[src/rtl/ddr3_req_frontend.sv]
// Request front-end for the DDR3 command FSM: request FIFO, per-bank open-row
// table, head-of-queue row-hit classification and outstanding-read throttling.
module ddr3_req_frontend #(
   parameter int BANK_BITS  = 3,
   parameter int ROW_BITS   = 14,
   parameter int COL_BITS   = 10,
   parameter int DATA_WIDTH = 16,
   parameter int DEPTH      = 8,
   parameter int MAX_RD     = 4
) (
   input  logic                         clk,
   input  logic                         rst,
   input  logic                         user_req_valid,
   output logic                         user_req_ready,
   input  logic                         user_req_rnw,
   input  logic [BANK_BITS-1:0]         user_req_bank,
   input  logic [ROW_BITS-1:0]          user_req_row,
   input  logic [COL_BITS-1:0]          user_req_col,
   input  logic [DATA_WIDTH-1:0]        user_req_wdata,
   output logic                         cmd_valid,
   input  logic                         cmd_ready,
   output logic                         cmd_rnw,
   output logic [BANK_BITS-1:0]         cmd_bank,
   output logic [ROW_BITS-1:0]          cmd_row,
   output logic [COL_BITS-1:0]          cmd_col,
   output logic [DATA_WIDTH-1:0]        cmd_wdata,
   output logic [1:0]                   cmd_kind,
   input  logic                         precharge_all,
   input  logic                         rd_done,
   output logic [$clog2(DEPTH+1)-1:0]   req_count,
   output logic [$clog2(MAX_RD+1)-1:0]  rd_outstanding,
   output logic                         rd_underflow
);

   localparam int NUM_BANKS = 2 ** BANK_BITS;
   localparam int PTR_W     = $clog2(DEPTH);
   localparam int CNT_W     = $clog2(DEPTH + 1);
   localparam int RD_W      = $clog2(MAX_RD + 1);
   localparam int ENT_W     = 1 + BANK_BITS + ROW_BITS + COL_BITS + DATA_WIDTH;

   localparam logic [CNT_W-1:0] DEPTH_C  = CNT_W'(DEPTH);
   localparam logic [RD_W-1:0]  MAX_RD_C = RD_W'(MAX_RD);
   localparam logic [PTR_W-1:0] PTR_ONE  = PTR_W'(1);
   localparam logic [CNT_W-1:0] CNT_ONE  = CNT_W'(1);
   localparam logic [RD_W-1:0]  RD_ONE   = RD_W'(1);

   logic [ENT_W-1:0]    mem_q [DEPTH];
   logic [ENT_W-1:0]    mem_d [DEPTH];
   logic [PTR_W-1:0]    wr_ptr_q, wr_ptr_d;
   logic [PTR_W-1:0]    rd_ptr_q, rd_ptr_d;
   logic [CNT_W-1:0]    count_q, count_d;
   logic [NUM_BANKS-1:0] open_q, open_d;
   logic [ROW_BITS-1:0] row_q [NUM_BANKS];
   logic [ROW_BITS-1:0] row_d [NUM_BANKS];
   logic [RD_W-1:0]     rd_out_q, rd_out_d;
   logic                underflow_q, underflow_d;

   logic [ENT_W-1:0]    head_s;
   logic                empty_s;
   logic                rd_block_s;
   logic                push_s;
   logic                pop_s;
   logic                rd_pop_s;

   // Head decode, handshakes and row-hit classification of the head entry
   always_comb begin
      head_s = mem_q[rd_ptr_q];
      {cmd_rnw, cmd_bank, cmd_row, cmd_col, cmd_wdata} = head_s;
      empty_s        = (count_q == {CNT_W{1'b0}});
      rd_block_s     = cmd_rnw && (rd_out_q == MAX_RD_C);
      cmd_valid      = !empty_s && !precharge_all && !rd_block_s;
      user_req_ready = (count_q != DEPTH_C);
      push_s         = user_req_valid && user_req_ready;
      pop_s          = cmd_valid && cmd_ready;
      if (!open_q[cmd_bank]) begin
         cmd_kind = 2'b01;
      end else if (row_q[cmd_bank] == cmd_row) begin
         cmd_kind = 2'b00;
      end else begin
         cmd_kind = 2'b10;
      end
   end

   // Next-state for FIFO, open-row table and read-tracking counters
   always_comb begin
      mem_d       = mem_q;
      wr_ptr_d    = wr_ptr_q;
      rd_ptr_d    = rd_ptr_q;
      count_d     = count_q;
      open_d      = open_q;
      row_d       = row_q;
      rd_out_d    = rd_out_q;
      underflow_d = underflow_q;
      rd_pop_s    = pop_s && cmd_rnw;

      if (push_s) begin
         mem_d[wr_ptr_q] = {user_req_rnw, user_req_bank, user_req_row, user_req_col, user_req_wdata};
         wr_ptr_d        = wr_ptr_q + PTR_ONE;
      end else begin
         wr_ptr_d = wr_ptr_q;
      end

      if (pop_s) begin
         rd_ptr_d = rd_ptr_q + PTR_ONE;
      end else begin
         rd_ptr_d = rd_ptr_q;
      end

      case ({push_s, pop_s})
         2'b10:   count_d = count_q + CNT_ONE;
         2'b01:   count_d = count_q - CNT_ONE;
         default: count_d = count_q;
      endcase

      // precharge_all masks cmd_valid, so it never coincides with a pop
      if (precharge_all) begin
         open_d = {NUM_BANKS{1'b0}};
      end else if (pop_s) begin
         open_d[cmd_bank] = 1'b1;
         row_d[cmd_bank]  = cmd_row;
      end else begin
         open_d = open_q;
      end

      case ({rd_pop_s, rd_done})
         2'b10:   rd_out_d = rd_out_q + RD_ONE;
         2'b01: begin
            if (rd_out_q != {RD_W{1'b0}}) begin
               rd_out_d = rd_out_q - RD_ONE;
            end else begin
               rd_out_d = rd_out_q;
            end
         end
         default: rd_out_d = rd_out_q;
      endcase

      underflow_d = underflow_q || (rd_done && (rd_out_q == {RD_W{1'b0}}));
   end

   // State registers; reset discards every queued entry and closes all rows
   always_ff @(posedge clk or posedge rst) begin
      if (rst) begin
         for (int i = 0; i < DEPTH; i++) begin
            mem_q[i] <= {ENT_W{1'b0}};
         end
         for (int b = 0; b < NUM_BANKS; b++) begin
            row_q[b] <= {ROW_BITS{1'b0}};
         end
         wr_ptr_q    <= {PTR_W{1'b0}};
         rd_ptr_q    <= {PTR_W{1'b0}};
         count_q     <= {CNT_W{1'b0}};
         open_q      <= {NUM_BANKS{1'b0}};
         rd_out_q    <= {RD_W{1'b0}};
         underflow_q <= 1'b0;
      end else begin
         mem_q       <= mem_d;
         row_q       <= row_d;
         wr_ptr_q    <= wr_ptr_d;
         rd_ptr_q    <= rd_ptr_d;
         count_q     <= count_d;
         open_q      <= open_d;
         rd_out_q    <= rd_out_d;
         underflow_q <= underflow_d;
      end
   end

   assign req_count      = count_q;
   assign rd_outstanding = rd_out_q;
   assign rd_underflow   = underflow_q;

endmodule

[config.mk]
export PLATFORM = sky130hd
export DESIGN_NAME = ddr3_req_frontend
export DESIGN_NICKNAME = d
export VERILOG_FILES = /design/src/rtl/ddr3_req_frontend.sv
export SDC_FILE = /design/constraint.sdc
export NUM_CORES = 1
export LEC_CHECK = 0
export BUFFER_PORTS_ARGS = -buffer_cell sky130_fd_sc_hd__buf_2
export CAP_MARGIN = 5
export CORE_ASPECT_RATIO = 0.6
export CORE_MARGIN = 1.5
export CORE_UTILIZATION = 30
export CTS_CLUSTER_SIZE = 25
export DETAILED_ROUTE_END_ITERATION = 8
export PLACE_DENSITY_LB_ADDON = 0.2
export SLEW_MARGIN = 20
export SYNTH_ARGS = -nofsm -noshare
export SYNTH_HDL_FRONTEND = slang
export SYNTH_SLANG_ARGS = --single-unit
[constraint.sdc]
create_clock -name clk -period 18.2 [get_ports clk]
set_input_delay 0.91 -clock clk [delete_from_list [all_inputs] [get_ports clk]]
set_output_delay 0.91 -clock clk [all_outputs]
set_load 0.02 [all_outputs]
Word-level counts from Yosys, hierarchy flattened
Cells that the tools add are included.
W data, S select, Z words.
{"block": "word_totals", "out_inout_bits": 56, "input_bits": 50, "elab_cells": 93, "ff_bits": 486}
{"block": "classes", "eq_ne": 8, "magnitude_cmp": 7, "n_reduce_logical": 22, "bitwise_logic": 5, "n_addsub": 6, "n_mux": 23}
{"cell": "$bwmux W352", "count": 1}
{"cell": "$bmux W44 S3", "count": 1}
{"cell": "$demux W44 S3", "count": 1}
{"cell": "$mux W44", "count": 3}
{"cell": "$bwmux W112", "count": 1}
{"cell": "$bmux W14 S3", "count": 1}
{"cell": "$demux W14 S3", "count": 1}
{"cell": "$mux W14", "count": 3}
{"cell": "$mux W8", "count": 2}
{"cell": "$eq A14 B14 Y1", "count": 1}
{"cell": "$ge A4 B4 Y1 const B", "count": 3}
{"cell": "$not A3 Y4", "count": 3}
{"cell": "$logic_and A1 B1 Y1", "count": 10}
{"cell": "$add A3 B1 Y3 const B", "count": 3}
{"cell": "$lt A4 B1 Y1 const B", "count": 2}
{"cell": "$or A8 B8 Y8", "count": 1}
{"cell": "$pmux W4 S2", "count": 1}
{"cell": "$pmux W3 S2", "count": 1}
{"cell": "$reduce_bool A2 Y1", "count": 3}
{"cell": "$add A4 B1 Y4 const B", "count": 1}
{"cell": "$eq A2 B1 Y1 const B", "count": 2}
{"cell": "$eq A2 B2 Y1 const B", "count": 2}
{"cell": "$logic_not A4 Y1", "count": 1}
{"cell": "$lt A3 B4 Y1 const B", "count": 1}
{"cell": "17 further kinds", "count": 22}

Logic depth before layout (Yosys ltp)
Gate-level depths: netlist of the first run.
{"block": "depth", "depth_word": 12, "mapped_depth": 14, "ltp_nobuf": 12}

Worst setup path after synthesis of the first run
OpenSTA, ideal clock, no wires.
{"block": "synth_path", "kind": "register to output", "start": "reg rd_ptr_q[0]", "end": "out cmd_kind[1]", "slack_ps": 14460, "arrival_ps": 2830, "stages_incl_launch_ff": 12, "path_buffers": 3, "path_cell_list": "dfrtp_1 -> buf_6 -> mux4_1 -> mux2i_4 -> inv_2 -> buf_6 -> buf_4 -> mux2i_1 -> a221oi_1 -> xnor2_1 -> nor2_1 -> a41oi_1"}
{"block": "synth_via", "elab_chain_len": 11}
{"item": "start, declared", "line_no": "50", "text": "logic [PTR_W-1:0] rd_ptr_q, rd_ptr_d;"}
{"item": "start signal, assigned", "line_no": "150", "text": "rd_ptr_q <= {PTR_W{1'b0}};"}
{"item": "start signal, assigned", "line_no": "159", "text": "rd_ptr_q <= rd_ptr_d;"}
{"item": "$not A3 Y4 (implied by the code) (*)", "line_no": "67", "text": "head_s = mem_q[rd_ptr_q];"}
{"item": "$bmux W44 S3 (*)", "line_no": "67"}
{"item": "$mux W44 (implied by the code) (*) (2 in series)", "line_no": "67"}
{"item": "via cmd_bank[0]", "line_no": "23", "text": "output logic [BANK_BITS-1:0] cmd_bank,"}
{"item": "$not A3 Y4 (implied by the code)", "line_no": "77", "text": "end else if (row_q[cmd_bank] == cmd_row) begin"}
{"item": "$bmux W14 S3", "line_no": "77"}
{"item": "$mux W14 (implied by the code) (2 in series)", "line_no": "77"}
{"item": "$eq A14 B14 Y1", "line_no": "77"}
{"item": "$mux W2", "line_no": "77"}
{"item": "$mux W2 (*)", "line_no": "75", "text": "if (!open_q[cmd_bank]) begin"}
{"item": "end, declared", "line_no": "27", "text": "output logic [1:0] cmd_kind,"}
The timed path passes the listed nets; every way through them passes the cells marked *. The select of a mux whose other input is x is not followed.

Worst setup path in the final report of the first run
{"block": "layout_path", "start": "reg rd_ptr_q[0]", "end": "out cmd_kind[1]"}
{"block": "layout_via", "elab_chain_len": 11}
{"item": "$not A3 Y4 (implied by the code) (*)", "line_no": "67"}
{"item": "$bmux W44 S3 (*)", "line_no": "67"}
{"item": "$mux W44 (implied by the code) (*) (2 in series)", "line_no": "67"}
{"item": "$not A3 Y4 (implied by the code)", "line_no": "77"}
{"item": "$bmux W14 S3", "line_no": "77"}
{"item": "$mux W14 (implied by the code) (2 in series)", "line_no": "77"}
{"item": "$eq A14 B14 Y1", "line_no": "77"}
{"item": "$mux W2", "line_no": "77"}
{"item": "$mux W2 (*)", "line_no": "75"}
Mark *: on every way between the ends. The rest lies on a longest branch, timed or not. The select of a mux whose other input is x is not followed.

==> results of run 1 <==
-- final timing paths --
check | startpoint | endpoint | slack (ps) | depth (start not counted)
max | rd_ptr_q[0]$_DFFE_PP0N_ | cmd_kind[1] | 11340 | 13
min | rst | rd_underflow$_DFF_PP0_ | 450 | 2
max reg2reg | rd_ptr_q[1]$_DFFE_PP0N_ | row_q[97]$_DFFE_PP0P_ | 13730 | 8
min reg2reg | row_q[47]$_DFFE_PP0P_ | row_q[47]$_DFFE_PP0P_ | 480 | 2
max in group asynchronous | rst | mem_q[196]$_DFFE_PP0P_ | 15400 | 4
min in group clk | row_q[47]$_DFFE_PP0P_ | row_q[47]$_DFFE_PP0P_ | 480 | 2
-- synthesized netlist by cell type (13+ instances only) --
cell type,n
dfrtp_1,486
mux2_2,379
nand2_1,153
o21ai_0,103
mux4_2,83
mux2i_1,59
clkbuf_1,47
buf_2,23
inv_1,22
xnor2_1,21
nor2_1,16
o21ai_1,14
a21oi_1,13
-- routing by layer --
layer / GRT usage [%] / up-vias
met1: 23.5 / 6814
li1: - / 5815
met5: 0 / -
met4: 3.36 / 6
met3: 3.55 / 68
met2: 22.2 / 198
-- critical path, stage by stage (launching register included) --
cell      delay, ps
dfrtp_4         680
buf_4           640
mux4_1          690
mux2i_4         150
buf_4           360
inv_2           340
buf_4           420
mux2i_1         180
a32o_1          240
a221oi_1        390
xnor2_1         130
nor4_1          580
a41oi_1         260
buf_2           220
-- cell families (layout without fill, tap and decap cells) --
group | after synthesis | count (layout) | synth area share (%)
AOI/OAI and AO/OA | 166 | 166 | 4.55
and+or+nand+nor | 209 | 209 | 4.44
buffers and inverters | 119 | 246 | 2.50
other | 0 | 2 | 0
xor gates and xnor gates | 23 | 23 | 0.919
adders and majority gates | 7 | 7 | 0.468
DFF | 486 | 486 | 55.5
muxes | 530 | 530 | 31.6
-- area by class of cell --
class / count / share of cell area, %
antenna: 2 / 0.0198
clock buffer: 71 / 5.79
clock inverter: 13 / 0.982
inverter: 27 / 0.441
multi-input combinational: 935 / 36.6
sequential: 486 / 48.3
tap: 975 / 4.84
timing repair buffer: 135 / 3.04
-- cells in the final DEF, fill, tap and decap left out, types with 4 or more instances in the layout --
cell,instances
a221oi_1,11
clkbuf_16,51
nor4_1,4
o21ai_0,103
dfrtp_1,483
mux4_1,5
ha_1,5
inv_1,21
nor3_1,8
buf_4,28
mux2_2,379
nand2_1,152
buf_2,105
mux4_2,83
clkbuf_8,11
a32o_1,12
mux2i_1,59
clkinv_2,4
o21ai_1,14
bufinv_16,7
nor2_1,16
a21oi_1,13
nor2_2,4
nand2_4,10
xnor2_1,21
clkbuf_1,9
-- power by group --
group	switching, W	internal [W]
logic	0.00139	0.00127
clock network	0.000438	0.000653
registers	0.000347	0.00162
total	0.00217	0.00354
-- sequential cells by signal (all words and copies together), names as in the netlist --
name	count
open_q	8
rd_outstanding	3
row_q	112
rd_underflow	1
wr_ptr_q	3
req_count	4
mem_q	352
rd_ptr_q	3
-- through the flow --
| step | total power, W | hold WS, ps | std cells | util (%) | setup slack, ps |
|---|---|---|---|---|---|
| 3_3_place_gp | 0.00463 | 451 | 2558 | 32.7 | 12050 |
| 6_report | 0.00571 | 446 | 2644 | 35.0 | 11340 |
| 4_1_cts | 0.00581 | 471 | 2642 | 35.0 | 11240 |
| 5_1_grt | 0.00612 | 499 | 2642 | 35.0 | 11000 |
| 2_1_floorplan | 0.00386 | 449 | 1540 | - | 3730 |
| 3_5_place_dp | 0.00469 | 470 | 2558 | 32.7 | 11920 |
==> metrics, run 1 <==
clk_lat worst skew 600 ps; Initial Util 30.4%; multi-input logic area 0.00924 mm²; minimum clock period after layout 6860 ps; Root Driver clkbuf_16; largest net degree at the start of global routing 171; Hold Crit Class primary input to asynchronous set/reset pin; Net Count, Synth 1597; Detail Placement HPWL 33000 µm; Synth cell types 53; # H-tree levels 2; Final nets 1692; Final Hold Viols 0; Cell Pwr Density 226 mW/mm²; Cell Area, Synth 0.0219 mm²; Mapped Avg Cell Area 14.2 µm²; First DRT Iteration DRCs 669; CTS tree yes; fin area 0.0252 mm²; Post-Syn Instances 1540; initial antenna violation count 9; post-synth top area share 55.5%; Post-CTS Hold Buffers 0; synth top area cells dfrtp_1 55%, mux2_2 19%, mux4_2 8.5%; Placed Area 0.0235 mm²; CP endpoint kind output pin; worst-margin pin slew 1060 ps; #FFs+latches synth 486; CTS buffer count 50; Routed WL 56400 µm; layout cells sized above 1 42.5%; Post-CTS Setup Inserts 0; share of async-settable or async-resettable flops after synthesis 100%; register clock-pin slew on the reported worst setup and hold paths 60 ps; via count 12900; core box area 0.0720 mm²; Die Ht 212 µm; M1 WL 29300 µm; number of global-route vias before repair 13700; DR pass1 iterations 4; Fin Setup TNS 0 ps; fin crit share 37.7%; RSZ-0062 raised after global routing false; # fillers 6948; CP Max Fanout 35; GRT Overall Usage 15.5%; Slew HR 29.3%; drt drc 0; area grow syn2layout 15.1%; crit path launch type flip-flop; routed wl met2 23400 µm; status completed; highest routed layer met5; WL/cell 21.3 µm; Critical Path RT 17290 ps; sequential cell area 0.0122 mm²; Top FF cell, synth dfrtp_1; Warnings, synthesis 0; sequential area share after synthesis 55.5%; Die Width 352 µm; Pins Over Slew Limit 0; Clock Skew 10.1 ps; CTS sink cnt 486; Die Area 0.0747 mm²; EDFF count, synth 0; met3 WL post-DR 2830 µm; grt ovf 0; final setup violating endpoints 0; Max Freq 146 MHz; # port buffers 105; max-cap violations 0; post-synth top area cell dfrtp_1; VDD IR max 0.0929 mV; crit path kind flip-flop to output pin; I/O pins 106; Post-CTS Resized 0; first-pass GRT wire length 88700 µm; Leak 10.9 nW; DRT antenna net count 0; arrival time at the worst endpoint 5950 ps; Bufs on Longest Clock Path 3; row cnt 76; GP Congestion 0.769; Vias per Instance 4.88
Power figures use the tool's default switching activity.
==> run 2: changes to the inputs <==
==> constraint.sdc (replaced) <==
create_clock -name clk -period 6.79 [get_ports clk]
set_input_delay 0.3395 -clock clk [delete_from_list [all_inputs] [get_ports clk]]
set_output_delay 0.3395 -clock clk [all_outputs]
set_load 0.02 [all_outputs]
==> run 2 against run 1 <==
Compared with the run above: sequential power grew to 2.7 times the previous value; count of clock-buffer cells in the layout is 5 higher; global-route usage hardly changed; critical endpoint unchanged; highest routed layer is now met4; first-iteration DRC count is 35% higher; critical path depth is 1 lower; wire length is 0.67% higher; total power grew to 2.7 times the previous value; via count is 0.98% higher.
==> metrics, run 2 (same netlist as run 1, synthesis figures left out) <==
initial antenna violation count 10 (was 9); Clock Skew 17.8 ps (was 10.1 ps); Pins Over Slew Limit 0 (unchanged); Combinational Power Share 48.3% (was 46.5%); DR pass1 iterations 5 (was 4); Final Hold Viols 0 (unchanged); fin crit share 87.3%; RSZ-0062 raised after global routing false (unchanged); switching part of the total 39.2% (was 38.0%); CTS tree yes (unchanged); fin util 34.8% (was 35.0%); total power draw 0.0152 W (was 0.00571 W); CP most frequent cell buf_4 (unchanged); CTS sink cnt 486 (unchanged); arrival time at the worst endpoint 5590 ps (was 5950 ps); row cnt 76 (unchanged); # port buffers 105 (unchanged); worst-margin pin slew 1100 ps (was 1060 ps); Cells after DPL 2563 (was 2558); final setup violating endpoints 0 (unchanged); Cell Pwr Density 606 mW/mm² (was 226 mW/mm²); Critical Path RT 6450 ps (was 17290 ps); register clock-pin slew on the reported worst setup and hold paths 60 ps (about the same); Placement Setup Slack 1480 ps (was 11920 ps); GP Congestion 0.780 (was 0.769); most frequent cells in the layout 483 x dfrtp_1, 379 x mux2_2, 152 x nand2_1 (unchanged); most common cell after layout, fill and taps aside dfrtp_1 (unchanged); Die Area 0.0747 mm² (unchanged); WL/cell 21.4 µm (was 21.3 µm); Switching Power 0.00596 W (was 0.00217 W); Detail Placement HPWL 34000 µm (was 33000 µm); Max Freq 169 MHz; I/O pins 106 (unchanged); Hold Crit Class primary input to flip-flop (was primary input to asynchronous set/reset pin); DRT antenna net count 0 (unchanged); core box area 0.0720 mm² (unchanged); number of global-route vias before repair 13600 (was 13700); Post-CTS Setup Inserts 0 (unchanged); First DRT Iteration DRCs 905 (was 669); Worst path max stage delay 980 ps (was 690 ps); Die Ht 212 µm (unchanged); # H-tree levels 2 (unchanged); Bufs on Longest Clock Path 3 (unchanged); Slew HR 24.9% (was 29.3%); area grow syn2layout 14.4% (was 15.1%); largest net degree at the start of global routing 177 (was 171); layout cells sized above 1 42.2% (was 42.5%); WHS 85.5 ps (was 446 ps); Post-CTS Resized 0 (unchanged); CP endpoint kind output pin (unchanged); Top reg by flops mem_q (unchanged); minimum clock period after layout 5930 ps; VDD IR max 0.238 mV (was 0.0929 mV); status completed (unchanged); clk_lat worst skew 590 ps (was 600 ps); CTS buffer count 49 (was 50); crit path kind flip-flop to output pin (unchanged); Final nets 1697 (was 1692); clock power share 17.3% (was 19.1%); Root Driver clkbuf_16 (unchanged); Largest register FFs 352 (unchanged); critical-path cell list mux4_1 -> mux2i_4 -> buf_4 -> inv_2 -> buf_4 -> mux2i_1 -> a32o_1 -> a221oi_1 -> xnor2_1 -> nor4_1 -> a41oi_1 -> buf_2 (was buf_4 -> mux4_1 -> mux2i_4 -> buf_4 -> inv_2 -> buf_4 -> mux2i_1 -> a32o_1 -> a221oi_1 -> xnor2_1 -> nor4_1 -> a41oi_1 -> buf_2); Die Width 352 µm (unchanged); CP Max Fanout 40 (was 35); Vias per Instance 4.92 (was 4.88); Initial Util 30.4% (unchanged); grt ovf 0 (unchanged); final setup margin 865 ps (was 11340 ps); Routed WL 56800 µm (was 56400 µm); Post-CTS Hold Buffers 1 (was 0); drt drc 0 (unchanged); Power Internal 0.00924 W (was 0.00354 W); registers with the most flip-flops mem_q (352), row_q (112), open_q (8) (unchanged); Leak 10.8 nW (was 10.9 nW); Flop pwr share 34.3% (was 34.4%); Slowest cell on crit path dfrtp_4 (was mux4_1); GRT Overall Usage 15.5% (about the same); first-pass GRT wire length 88300 µm (was 88700 µm); via count 13000 (was 12900); crit path launch type flip-flop (unchanged); r2r setup slk 2640 ps (was 13730 ps); Finished Layout Cells 2650 (was 2644); max-cap violations 0 (unchanged)
## run 2: path summary, 6_finish.rpt
kind,cells past startpoint,startpoint,endpoint
hold reg to reg,1,rd_underflow$_DFF_PP0_,rd_underflow$_DFF_PP0_
max in group asynchronous,5,rst,row_q[29]$_DFFE_PP0P_
hold / removal,2,user_req_row[10],mem_q[168]$_DFFE_PP0P_
min in group asynchronous,3,rst,mem_q[85]$_DFFE_PP0P_
setup reg to reg,6,rd_ptr_q[0]$_DFFE_PP0N_,row_q[21]$_DFFE_PP0P_
setup / recovery,12,rd_ptr_q[0]$_DFFE_PP0N_,cmd_kind[1]
## run 2: final cells by class
type,instances,area (µm²)
clock inverters,9,83.8
diodes,1,2.50
inverters,27,108
flip-flops and latches,486,12200
fillers,6930,46900
clock buffers,76,1430
repair buffers,141,823
multi-input cells,935,9250
well taps,975,1220
## run 2: per-layer routing
metal / share of wire, % / GRT usage (%) / wire length [µm] / vias to the layer above
li1: - / - / - / 5831
met3: 4.0 / 2.74 / 2290 / 80
met2: 42 / 22.2 / 23800 / 222
met4: 1.7 / 3.28 / 956 / 0
met1: 52 / 24.0 / 29800 / 6895
met5: 0 / 0 / 0 / -
## run 2: critical path: cells and delay by family (launching register included)
| family | cells | cell delay [ps] |
|---|---|---|
| AO/OA/AOI/OAI | 3 | 1100 |
| XOR/XNOR | 1 | 140 |
| buffers and inverters | 4 | 1340 |
| flip-flops | 1 | 980 |
| multiplexers | 3 | 1060 |
| AND/OR/NAND/NOR | 1 | 340 |
## run 2: power groups by stage
stage	Clock [W]	Combinational, W	Sequential (W)
finish	0.00263	0.00735	0.00522
global route	0.00284	0.00795	0.00541
CTS	0.00272	0.00742	0.00522
detailed placement	0	0.00740	0.00526
global placement	0	0.00730	0.00523
floorplan	0	0.00547	0.00489
## run 2: stage by stage
stage | TNS, ps | cell area [µm²]
detailed placement | 0 | 23600
finish | 0 | 25100
global placement | 0 | 23600
CTS | 0 | 25100
floorplan | -67140 | 21900
global route | 0 | 25100
